File: config.mk
export PLATFORM = sky130hd
export DESIGN_NAME = hazard_ctrl_v2_flat
export DESIGN_NICKNAME = d
export VERILOG_FILES = /design/src/rtl/hazard_ctrl_v2_if.sv /design/src/rtl/hazard_ctrl_v2.sv /design/src/flat_wrapper.sv
export SDC_FILE = /design/constraint.sdc
export NUM_CORES = 1
export LEC_CHECK = 0
export ABC_AREA = 0
export BUFFER_PORTS_ARGS = -buffer_cell sky130_fd_sc_hd__buf_2
export CELL_PAD_IN_SITES_DETAIL_PLACEMENT = 1
export CELL_PAD_IN_SITES_GLOBAL_PLACEMENT = 1
export CORE_MARGIN = 2
export CORE_UTILIZATION = 24
export DETAILED_ROUTE_END_ITERATION = 16
export MAX_ROUTING_LAYER = met4
export PLACE_DENSITY = 0.78
export SYNTH_ARGS = -nofsm -noshare
export SYNTH_HDL_FRONTEND = slang
export SYNTH_SLANG_ARGS = --single-unit
File: constraint.sdc
create_clock -name clk -period 1.3 [get_ports clk]
set_input_delay 0.065 -clock clk [delete_from_list [all_inputs] [get_ports clk]]
set_output_delay 0.065 -clock clk [all_outputs]
set_load 0.05 [all_outputs]
File: src/rtl/hazard_ctrl_v2_if.sv
// Bus handshake bundle between the fetch/data SRAM-style buses and the
// hazard controller. The bus side drives every signal; the controller only
// observes them.
interface hazard_ctrl_v2_if;
  logic inst_req;
  logic inst_data_ok;
  logic data_req;
  logic data_data_ok;

  modport master (
    output inst_req,
    output inst_data_ok,
    output data_req,
    output data_data_ok
  );

  modport slave (
    input inst_req,
    input inst_data_ok,
    input data_req,
    input data_data_ok
  );
endinterface

File: src/rtl/hazard_ctrl_v2.sv
// Pipeline hazard/stall controller for the 5-stage core: forwarding selects,
// load-use and branch stalls, divider busy counter, outstanding-bus tracker
// and deferred exception flush.
//
// state | meaning
// ------+--------------------------------------------------------------
// IDLE  | no fetch/data transaction outstanding
// WAIT  | at least one transaction outstanding; pipeline held until done
module hazard_ctrl_v2 #(
  parameter int RW      = 5,
  parameter int DIV_LAT = 32
) (
  input  logic          clk,
  input  logic          resetn,
  input  logic [RW-1:0] rsD,
  input  logic [RW-1:0] rtD,
  input  logic          branchD,
  input  logic [RW-1:0] rsE,
  input  logic [RW-1:0] rtE,
  input  logic [RW-1:0] writeregE,
  input  logic          regwriteE,
  input  logic          memtoregE,
  input  logic          div_startE,
  input  logic [RW-1:0] writeregM,
  input  logic [RW-1:0] writeregW,
  input  logic          regwriteM,
  input  logic          memtoregM,
  input  logic          regwriteW,
  input  logic [31:0]   excepttypeM,
  hazard_ctrl_v2_if.slave bus,
  output logic          forwardaD,
  output logic          forwardbD,
  output logic [1:0]    forwardaE,
  output logic [1:0]    forwardbE,
  output logic          stallF,
  output logic          stallD,
  output logic          stallE,
  output logic          stallM,
  output logic          stallW,
  output logic          flushF,
  output logic          flushD,
  output logic          flushE,
  output logic          flushM,
  output logic          flushW,
  output logic          div_busyE,
  output logic          div_doneE,
  output logic          flushexceptM
);

  localparam int CW = (DIV_LAT > 2) ? $clog2(DIV_LAT) : 1;

  typedef enum logic {
    IDLE = 1'b0,
    WAIT = 1'b1
  } state_t;

  state_t        state, state_next;
  logic          inst_pend, data_pend;
  logic          inst_pend_next, data_pend_next;
  logic          exc_pend, exc_pend_next;
  logic          memstall;
  logic          all_ok;
  logic          except_req;
  logic          lwstall, branchstall;
  logic [CW-1:0] cnt;

  // Bus tracker state, pending flags and deferred-exception flag
  always_ff @(posedge clk) begin
    if (!resetn) begin
      state     <= IDLE;
      inst_pend <= 1'b0;
      data_pend <= 1'b0;
      exc_pend  <= 1'b0;
    end else begin
      state     <= state_next;
      inst_pend <= inst_pend_next;
      data_pend <= data_pend_next;
      exc_pend  <= exc_pend_next;
    end
  end

  // Next-state, pending tracking, memstall and exception deferral
  always_comb begin
    state_next = state;
    // A req in the same cycle as data_ok starts a new transaction, so the
    // pending flag stays set while the older one completes.
    inst_pend_next = bus.inst_req | (inst_pend & ~bus.inst_data_ok);
    data_pend_next = bus.data_req | (data_pend & ~bus.data_data_ok);
    all_ok = (~inst_pend | bus.inst_data_ok) & (~data_pend | bus.data_data_ok);
    memstall = (state == WAIT) & ~all_ok;
    case (state)
      IDLE: if (bus.inst_req | bus.data_req) state_next = WAIT;
      WAIT: if (~(inst_pend_next | data_pend_next)) state_next = IDLE;
      default: state_next = IDLE;
    endcase
    except_req    = |excepttypeM;
    flushexceptM  = ~memstall & (except_req | exc_pend);
    exc_pend_next = memstall & (except_req | exc_pend);
  end

  // Divider busy counter; an exception flush aborts it without a done pulse
  always_ff @(posedge clk) begin
    if (!resetn) begin
      cnt       <= '0;
      div_busyE <= 1'b0;
    end else if (flushexceptM) begin
      cnt       <= '0;
      div_busyE <= 1'b0;
    end else if (div_busyE) begin
      if (cnt == '0) div_busyE <= 1'b0;
      else           cnt       <= cnt - CW'(1);
    end else if (div_startE) begin
      cnt       <= CW'(DIV_LAT - 1);
      div_busyE <= 1'b1;
    end
  end

  assign div_doneE = div_busyE & (cnt == '0) & ~flushexceptM;

  // Forwarding selects; register 0 is hardwired and never forwarded
  always_comb begin
    forwardaD = (rsD != '0) & (rsD == writeregM) & regwriteM;
    forwardbD = (rtD != '0) & (rtD == writeregM) & regwriteM;
    forwardaE = 2'b00;
    forwardbE = 2'b00;
    if ((rsE != '0) & (rsE == writeregM) & regwriteM)      forwardaE = 2'b10;
    else if ((rsE != '0) & (rsE == writeregW) & regwriteW) forwardaE = 2'b01;
    if ((rtE != '0) & (rtE == writeregM) & regwriteM)      forwardbE = 2'b10;
    else if ((rtE != '0) & (rtE == writeregW) & regwriteW) forwardbE = 2'b01;
  end

  // Stage stalls and flushes
  always_comb begin
    lwstall     = memtoregE & ((rtE == rsD) | (rtE == rtD));
    branchstall = branchD &
                  ((regwriteE & ((writeregE == rsD) | (writeregE == rtD))) |
                   (memtoregM & ((writeregM == rsD) | (writeregM == rtD))));
    stallF = lwstall | branchstall | div_busyE | memstall;
    stallD = stallF;
    stallE = div_busyE | memstall;
    stallM = memstall;
    stallW = memstall;
    flushF = flushexceptM;
    flushD = flushexceptM;
    flushW = flushexceptM;
    flushE = (stallD & ~stallE) | flushexceptM;
    flushM = flushexceptM | (stallE & ~stallM);
  end

endmodule

File: src/flat_wrapper.sv
// flat-port wrapper written by rule: the top's interface ports become plain ports
module hazard_ctrl_v2_flat 
#(
  parameter int RW      = 5,
  parameter int DIV_LAT = 32
)
  (clk, resetn, rsD, rtD, branchD, rsE, rtE, writeregE, regwriteE, memtoregE, div_startE, writeregM, writeregW, regwriteM, memtoregM, regwriteW, excepttypeM, forwardaD, forwardbD, forwardaE, forwardbE, stallF, stallD, stallE, stallM, stallW, flushF, flushD, flushE, flushM, flushW, div_busyE, div_doneE, flushexceptM, bus_inst_req, bus_inst_data_ok, bus_data_req, bus_data_data_ok);
  hazard_ctrl_v2_if bus_i ();
  input  logic clk;
  input  logic resetn;
  input  logic [RW-1:0] rsD;
  input  logic [RW-1:0] rtD;
  input  logic branchD;
  input  logic [RW-1:0] rsE;
  input  logic [RW-1:0] rtE;
  input  logic [RW-1:0] writeregE;
  input  logic regwriteE;
  input  logic memtoregE;
  input  logic div_startE;
  input  logic [RW-1:0] writeregM;
  input  logic [RW-1:0] writeregW;
  input  logic regwriteM;
  input  logic memtoregM;
  input  logic regwriteW;
  input  logic [31:0] excepttypeM;
  output logic forwardaD;
  output logic forwardbD;
  output logic [1:0] forwardaE;
  output logic [1:0] forwardbE;
  output logic stallF;
  output logic stallD;
  output logic stallE;
  output logic stallM;
  output logic stallW;
  output logic flushF;
  output logic flushD;
  output logic flushE;
  output logic flushM;
  output logic flushW;
  output logic div_busyE;
  output logic div_doneE;
  output logic flushexceptM;
  input wire logic [$bits(bus_i.inst_req)-1:0] bus_inst_req;
  input wire logic [$bits(bus_i.inst_data_ok)-1:0] bus_inst_data_ok;
  input wire logic [$bits(bus_i.data_req)-1:0] bus_data_req;
  input wire logic [$bits(bus_i.data_data_ok)-1:0] bus_data_data_ok;
  assign bus_i.inst_req = bus_inst_req;
  assign bus_i.inst_data_ok = bus_inst_data_ok;
  assign bus_i.data_req = bus_data_req;
  assign bus_i.data_data_ok = bus_data_data_ok;
  hazard_ctrl_v2 #(.RW(RW), .DIV_LAT(DIV_LAT)) u_core (.clk(clk), .resetn(resetn), .rsD(rsD), .rtD(rtD), .branchD(branchD), .rsE(rsE), .rtE(rtE), .writeregE(writeregE), .regwriteE(regwriteE), .memtoregE(memtoregE), .div_startE(div_startE), .writeregM(writeregM), .writeregW(writeregW), .regwriteM(regwriteM), .memtoregM(memtoregM), .regwriteW(regwriteW), .excepttypeM(excepttypeM), .bus(bus_i), .forwardaD(forwardaD), .forwardbD(forwardbD), .forwardaE(forwardaE), .forwardbE(forwardbE), .stallF(stallF), .stallD(stallD), .stallE(stallE), .stallM(stallM), .stallW(stallW), .flushF(flushF), .flushD(flushD), .flushE(flushE), .flushM(flushM), .flushW(flushW), .div_busyE(div_busyE), .div_doneE(div_doneE), .flushexceptM(flushexceptM));
endmodule
==> results of run 1 <==
==> per-stage QoR <==
stage / area, um^2 / TNS (ns) / instances / hold WS (ns) / total power, uW
global placement: 2180 / -2.98 / 359 / 0.299 / 979
finish: 2590 / -4.53 / 375 / 0.0651 / 1480
CTS: 2480 / -4.12 / 371 / 0.0522 / 1460
detailed placement: 2180 / -3.16 / 359 / 0.294 / 995
global route: 2590 / -6.38 / 375 / 0.0716 / 1570
floorplan: 1490 / -1.67 / 171 / 0.179 / 734
==> state kept, by name, indices dropped and copies added (netlist names) <==
name,cells
u_core.cnt,5
u_core.data_pend,1
u_core.div_busyE,1
u_core.exc_pend,1
u_core.inst_pend,1
u_core.state,1
==> power groups by stage <==
stage,Sequential [uW],Clock [uW],Combinational (uW)
3_5_place_dp,328,0,667
6_report,323,393,759
5_1_grt,324,426,817
2_1_floorplan,331,0,404
4_1_cts,323,402,735
3_3_place_gp,327,0,652
==> cells in the final DEF (no fill, tap or decap), types with 2 or more instances in the layout <==
cell type / n
nor2_1: 9
buf_8: 3
o22ai_1: 3
nor4_4: 5
inv_2: 4
o21a_1: 2
nor2_4: 4
buf_4: 39
or4_4: 2
o21ai_1: 2
inv_1: 2
buf_2: 77
dfxtp_2: 3
nor3_2: 3
nand4_1: 8
a211oi_2: 2
nor4_1: 7
nor2b_4: 3
clkbuf_8: 4
or4_1: 2
xnor2_1: 46
buf_6: 21
xor2_1: 4
nand2_1: 11
o41ai_4: 2
a21oi_1: 2
dfxtp_1: 6
nand3_1: 7
==> cells by family (layout without fill, tap and decap cells) <==
| group | after synthesis | in the layout | share of synthesized area (%) |
|---|---|---|---|
| buf+inv | 19 | 151 | 8.67 |
| flops | 10 | 10 | 15.1 |
| xor+xnor | 50 | 50 | 33.0 |
| fa+ha+maj | 2 | 2 | 1.88 |
| simple gates | 68 | 68 | 29.9 |
| compound gates | 22 | 22 | 11.5 |
==> worst paths after layout <==
kind                         startpoint                          end  slack, ns  cells past startpoint
max          u_core.exc_pend$_SDFF_PN0_                       flushM      -0.41                      7
min                        bus_data_req  u_core.data_pend$_SDFF_PN0_       0.07                      2
max reg2reg  u_core.exc_pend$_SDFF_PN0_   u_core.cnt[3]$_SDFFE_PP0P_      -0.31                      7
min reg2reg  u_core.cnt[0]$_SDFFE_PP0P_   u_core.cnt[0]$_SDFFE_PP0P_       0.59                      2
==> metal layers <==
layer  vias up  wire length (um)
met4         0                 0
met5         -                 0
li1        870                 -
met1       829              2060
met3         0               446
met2        87              3380
==> timing repair <==
action	CTS	global route
setup buffers	8	5
hold buffers	0	0
setup endpoints to repair	22	23
gates resized for setup	47	25
pin swaps	10	9
==> area by class of cell <==
type / count / area share, %
well taps: 72 / 3.47
clock buffers: 4 / 2.12
multi-input cells: 142 / 48.2
flip-flops and latches: 10 / 8.01
inverters: 6 / 0.868
repair buffers: 141 / 37.3
==> results.cfg, run 1 <==
[status]
status = finished, violations left
violations = setup timing

[detailed_routing]
drtAntennaViolNets = 0
via_per_inst = 4.76
dr.pass1.iters = 4
drc_errors = 0
routed_wirelength_mm = 5.89
drt_iter0_markers = 49
drt-wirelength-per-cell_um = 15.7
route.vias.total = 1786

[pwr]
p_leak_uw = 0.00111
peakVddDrop_mv = 0.315
p_sw_share_pct = 35.4
internal_power_uw = 953
cellPowerDensity_nw_per_um2 = 569
combPwrFrac_pct = 51.4
p_seq_share_pct = 21.9
p_switching_uw = 523
p_clk_share_pct = 26.6

[setup_path]
critical_path_class = reg -> out
critical_path_buf_inv_count = 3
cp-end-kind = output pin
crit_path_top_delay_cell = dfxtp_1
path_max_fanout = 3
arrival_ns = 1.64
crit_path_start_kind = register
path_cells = nor4_2, nand4_1, nor3_4, buf_4, buf_6, a21oi_2, buf_6
cp.required_ns = 1.24
cpPeakStageDelay_ns = 0.30
cp_common_cell = buf_6
critical-path-top-delay-family = simple AND/OR/NAND/NOR gates

[yosys]
ys_ff_latch = 10
postSynthAreaPerCell_um2 = 7.76
ys_top_cells_by_count = xnor2_1 (46), nand2_1 (12), nor2_1 (12), dfxtp_1 (10), nor4_1 (10)
synthCells = 171
synth-async-reset-ratio_pct = 0
yosysMostFrequentCell = xnor2_1
synthDominantCellAreaShare_pct = 30.3
yosysTopAreaCell = xnor2_1
yosysWarnings = 0
syn-cell-area_um2 = 1330
synth_edf_count = 0
ys_seq_area_share_pct = 15.1
yosys-top-cells-area = xnor2_1 (30%), dfxtp_1 (15%), nor4_1 (4.7%)
synth_flop_cell = dfxtp_1
synth_cell_types = 35
syn_nets = 253

[global_route]
busiest_layer = met2
met1_usage_pct = 19.1
grt_util_all_layers_pct = 19.1
grtUsageMet2_pct = 39.1
antenna_found_initial = 0
grt_pass1_wl_mm = 9.18
gr-total-overflow = 0
grt_max_degree = 10
grt_pass1_vias = 1982
met3_usage_pct = 2.99

[placed_design]
io_buffers = 98
place_ws_ns = -0.312
place_congestion = 0.876
dp_hpwl_mm = 4.58

[timing]
finalSetupViolCount = 18
finalMaxSlewViolations = 0
finalHoldViolations = 0
slew_headroom_pct = 78.4
setup_ws_ns = -0.407
clock-skew-final_ns = 0.00104
rsz0062_at_grt = yes
period_share_pct = 131
fmax_mhz = 586
worst_slew_pin_slew_ns = 0.321
period_minus_slack_ns = 1.71

[floorplan]
io_pins = 99
die_w_um = 78.4
fp.dieArea_um2 = 6140
initial_core_util_pct = 24.4
die_y_um = 78.4
rows = 27
coreArea_um2 = 5440

[cells_and_area]
fin_nets = 386
drive_gt1_share_pct = 61.1
antennaDiodeCount = 0
fill_cells = 650
utilization_pct = 47.7
ff_latch_area_um2 = 208
multiInputGateArea_um2 = 1250
syn_to_final_growth_pct = 95.4

[clocking]
h-tree-depth = 1
cts_tree = yes
cts_made_buffers = 3
root_buffer = clkbuf_8
insertion_delay_ns = 0.23
cts_buffer_depth = 2
clkTransAtPathRegs_ns = 0.05
cts.sinks = 10

[run]
max_cap_viol_count = 0

[min_path]
hp-class = in -> reg
Note: power is estimated with default switching activity, not from simulation.
==> run 2: changes to the inputs <==
BUFFER_PORTS_ARGS = unset   (was -buffer_cell sky130_fd_sc_hd__buf_2)
CORE_UTILIZATION = 38   (was 24)
DONT_BUFFER_PORTS = 1   (was unset)
==> run 2 against run 1 <==
  * The flow still finishes with violations (setup timing)
  * Critical path depth fell by 1
  * Combinational power fell by 27%
  * Worst hold slack got worse by 0.045 ns
  * Critical path type unchanged
==> results.cfg, run 2 (synthesized netlist as in run 1, its figures left out) <==
[global_route]
grt_pass1_vias = 1621
antenna_found_initial = 0
gr-total-overflow = 0
grt_max_degree = 10
grt_util_all_layers_pct = 26.2
grt_pass1_wl_mm = 7.97

[cells_and_area]
largest_reg_flops = 5
syn_to_final_growth_pct = 54.8
final_area_um2 = 2050
antennaDiodeCount = 0
final_common_cell = xnor2_1
drive_gt1_share_pct = 41.1
mostFrequentLayoutCells = xnor2_1 (46), buf_4 (21), nand2_1 (11), buf_12 (10), nand4_1 (8)
final_cells = 248
top_register = u_core.cnt
fin_nets = 285

[detailed_routing]
drt_iter0_markers = 50
dr.pass1.iters = 6
routed_wirelength_mm = 5.02
route.vias.total = 1431
drt-wirelength-per-cell_um = 20.3
via_per_inst = 5.77
drc_errors = 0
drtAntennaViolNets = 0

[pwr]
peakVddDrop_mv = 0.247
design_power_total_uw = 1170
cellPowerDensity_nw_per_um2 = 570
p_leak_uw = 0.000691

[clocking]
cts.sinks = 10
root_buffer = clkbuf_4
clkTransAtPathRegs_ns = 0.07
cts_buffer_depth = 2
cts_made_buffers = 3
insertion_delay_ns = 0.28
h-tree-depth = 1
cts_tree = yes

[placed_design]
place_congestion = 0.870
dpl_cell_area_um2 = 1750
dp.cells = 232
dp_hpwl_mm = 3.87
io_buffers = 0

[setup_path]
path_max_fanout = 3
crit_path_start_kind = register
critical_path_class = reg -> out
rr_startpoint = u_core.exc_pend$_SDFF_PN0_
cp.required_ns = 1.24
cp-end-kind = output pin
crit_start = u_core.exc_pend$_SDFF_PN0_
arrival_ns = 1.65

[floorplan]
fp.dieArea_um2 = 3980
die_y_um = 63.1
io_pins = 99
initial_core_util_pct = 39.8
rows = 21
coreArea_um2 = 3340
die_w_um = 63.1

[timing]
period_share_pct = 132
rsz0062_at_grt = yes
fmax_mhz = 583
worst_slew_pin_slew_ns = 0.384
slew_headroom_pct = 74.2
period_minus_slack_ns = 1.72
finalHoldViolations = 0
finalSetupViolCount = 18
finalMaxSlewViolations = 0
setup_ws_ns = -0.416
clock-skew-final_ns = 0.00234

[min_path]
hp-class = in -> reg
hold_start = bus_data_data_ok

[status]
status = finished, violations left
violations = setup timing

[run]
max_cap_viol_count = 0
run 2: worst max-delay path, cell delays in order, from the launching register on:
cell and delay (ns):
dfxtp_2 0.34, nor4_4 0.14, nand4_1 0.18, nor3_4 0.27, nor2_4 0.07, nand3b_1 0.21, buf_12 0.18
run 2: stage by stage:
stage | utilization (%) | hold WS (ns) | setup WS (ns) | TNS, ns
floorplan | - | 0.179 | -0.378 | -1.67
global placement | 52.5 | 0.185 | -0.177 | -1.19
CTS | 60.0 | 0.0108 | -0.424 | -3.88
global route | 61.6 | 0.0101 | -0.505 | -6.05
finish | 61.6 | 0.0205 | -0.416 | -4.57
detailed placement | 52.5 | 0.190 | -0.340 | -2.46
run 2: worst paths after layout:
path | end | slack, ns | depth (start not counted)
worst max-delay path | flushE | -0.42 | 6
worst min-delay path | u_core.data_pend$_SDFF_PN0_ | 0.02 | 2
worst max register to register | u_core.cnt[4]$_SDFFE_PP0P_ | -0.26 | 6
worst min register to register | u_core.cnt[1]$_SDFFE_PP0P_ | 0.61 | 3
run 2: repair_timing:
item / in CTS / in global routing
hold buffers: 4 / 0
endpoints found under the hold margin: 10 / 0
gates cloned: 0 / 0
buffers inserted: 8 / 1
endpoints found under the setup margin: 21 / 21
pin swaps: 16 / 7
gates resized for setup: 29 / 8
run 2: area by class of cell:
cell class | count | area, um^2
fill | 373 | 1280
multi-input combinational | 142 | 1270
timing repair buffer | 40 | 454
sequential | 10 | 209
tap | 46 | 57.6
clock buffer | 4 | 36.3
inverter | 6 | 27.5
run 2: layer usage:
layer / GRT usage (%) / part of all wire (%) / vias up
li1: - / - / 666
met1: 24.9 / 35 / 695
met2: 52.5 / 58 / 60
met3: 4.82 / 5.0 / 10
met4: 8.06 / 2.1 / 0
met5: - / 0 / -
run 2: power breakdown:
| group | internal [uW] | switching, uW | total [uW] | leakage, uW |
|---|---|---|---|---|
| sequential | 316 | 8.27 | 324 | 0.0000843 |
| clock | 170 | 126 | 296 | 0.0000210 |
| combinational | 276 | 275 | 551 | 0.000586 |
==> run 3: changes to the inputs <==
CORE_UTILIZATION = 42   (was 38)
PLACE_DENSITY = 0.81   (was 0.78)
clock period = 1.6 ns   (was 1.3 ns; I/O delays follow)
==> run 3 against run 2 <==
  * Total power is 27% lower
  * Count of clock-buffer cells in the layout stayed put
  * Clock power is 34% lower
  * Design area is 11% lower
  * Die area is 8.9% lower
  * The flow still finishes with violations (setup timing)
  * Clock skew is 0.0067 ns higher
  * Final cell count is 4.8% lower
  * Via count is 0.14% higher
  * Sequential share of layout area is 1.2 points higher
  * First-iteration DRC count is 14% higher
  * Critical path type unchanged
  * Routed wire length is 0.30% higher
==> results.cfg, run 3 (synthesized netlist as in run 1, its figures left out) <==
[status]
status = finished, violations left
violations = setup timing

[cells_and_area]
final_common_cell = xnor2_1
fill_cells = 351
multiInputGateArea_um2 = 1200
mostFrequentLayoutCells = xnor2_1 (46), buf_4 (19), nand2_1 (11), nor2_1 (9), nand4_1 (8)
utilization_pct = 60.2
antennaDiodeCount = 0
top_register = u_core.cnt
final_area_um2 = 1820
ff_latch_area_um2 = 208
fin_nets = 275
drive_gt1_share_pct = 31.8
largest_reg_flops = 5
syn_to_final_growth_pct = 37.2

[floorplan]
io_pins = 99
fp.dieArea_um2 = 3630
die_y_um = 60.2
coreArea_um2 = 3030
die_w_um = 60.2
rows = 20
initial_core_util_pct = 43.8

[placed_design]
place_congestion = 0.810
io_buffers = 0
dp_hpwl_mm = 3.78
dpl_cell_area_um2 = 1600

[setup_path]
reg2reg_depth = 8
arrival_ns = 1.66
crit_path_top_delay_cell = dfxtp_1
cpPeakStageDelay_ns = 0.31
critical_path_class = reg -> out
path_cells = nor4_2, nand4_1, nor3_4, nor2_4, nand3b_1, buf_12
cp.required_ns = 1.52
r2r-end = u_core.cnt[2]$_SDFFE_PP0P_
cp-endpoint = flushE
path_max_fanout = 3
r2r_setup_slack_ns = -0.01
cp-end-kind = output pin
crit_start = u_core.exc_pend$_SDFF_PN0_
rr_startpoint = u_core.cnt[1]$_SDFFE_PP0P_
crit_path_start_kind = register

[timing]
rsz0062_at_grt = yes
finalHoldViolations = 0
fmax_mhz = 575
hold_ws_ns = 0.0436
finalMaxSlewViolations = 0
worst_slew_pin_slew_ns = 0.385
setup_ws_ns = -0.139
period_share_pct = 109
period_minus_slack_ns = 1.74
clock-skew-final_ns = 0.00909
slew_headroom_pct = 74.3
finalSetupViolCount = 9

[global_route]
antenna_found_initial = 0
gr-total-overflow = 0
grt_max_degree = 11
grt_pass1_vias = 1629
grt_pass1_wl_mm = 7.51
grt_util_all_layers_pct = 28.9

[clocking]
insertion_delay_ns = 0.28
cts_tree = yes
h-tree-depth = 1
cts.sinks = 10
root_buffer = clkbuf_4
cts_buffer_depth = 2
clkTransAtPathRegs_ns = 0.08
cts_made_buffers = 3

[pwr]
design_power_total_uw = 856
peakVddDrop_mv = 0.345
p_leak_uw = 0.000606
cellPowerDensity_nw_per_um2 = 470

[detailed_routing]
routed_wirelength_mm = 5.04
via_per_inst = 6.07
route.vias.total = 1433
drc_errors = 0
drtAntennaViolNets = 0
drt-wirelength-per-cell_um = 21.3
drt_iter0_markers = 57
dr.pass1.iters = 6

[run]
max_cap_viol_count = 0

[min_path]
hp-class = in -> reg
-- run 3: cell types whose count changed in the layout (fill, tap and decap cells not counted), moves of 2 or more --
| cell | change |
|---|---|
| nor2_1 | +2 |
| inv_4 | -2 |
| nor2_4 | -2 |
| buf_12 | -4 |
| inv_1 | +2 |
| buf_6 | -5 |
| buf_4 | -2 |
-- run 3: what timing repair did --
| action | 4_1_cts | 5_1_grt |
|---|---|---|
| setup buffers | 4 | 4 |
| pin swaps | 4 | 6 |
| hold buffers | 5 | 0 |
| endpoints found under the setup margin | 10 | 15 |
| gates resized for setup | 12 | 8 |
| endpoints found under the hold margin | 5 | 0 |
-- run 3: where the power goes --
group,switching (uW),total (uW),internal [uW]
Combinational,209,395,186
Clock,99.0,196,96.8
Sequential,9.09,266,257
Total,317,856,539
-- run 3: area by class of cell --
cell class	count	share of cell area [%]
well taps	44	3.02
clock buffers	4	1.44
multi-input cells	142	65.7
flip-flops and latches	10	11.4
inverters	6	1.24
repair buffers	30	17.2
-- run 3: how the worst min path moves through the flow --
stage,cells after the start,startpoint,to,slack (ns)
after CTS,2,resetn,u_core.cnt[0]$_SDFFE_PP0P_,0.005
after detailed placement,1,resetn,u_core.data_pend$_SDFF_PN0_,0.20
after global placement,1,resetn,u_core.inst_pend$_SDFF_PN0_,0.20
after floorplan,2,resetn,u_core.exc_pend$_SDFF_PN0_,0.19
final,2,resetn,u_core.cnt[2]$_SDFFE_PP0P_,0.04
after global routing,2,bus_inst_data_ok,u_core.inst_pend$_SDFF_PN0_,0.03
-- run 3: routing by layer --
metal	track usage, %	part of all wire (%)	up-vias
met5	-	0	-
met4	5.08	1.2	0
met3	7.36	7.0	6
met2	54.7	54	74
met1	30.1	37	706
li1	-	-	647
-- run 3: through the flow --
step           setup TNS, ns  setup WS [ns]  std cells
2_1_floorplan         -0.309         -0.165        171
3_3_place_gp               0          0.115        219
3_5_place_dp         -0.0195        -0.0195        219
4_1_cts               -0.385         -0.169        232
5_1_grt                -1.51         -0.239        236
6_report              -0.696         -0.139        236
-- run 3: critical path: cells and delay by family, from the launching register on --
kind	cells	cell delay, ns
AND/OR/NAND/NOR	5	0.90
flip-flops	1	0.31
buffers and inverters	1	0.18
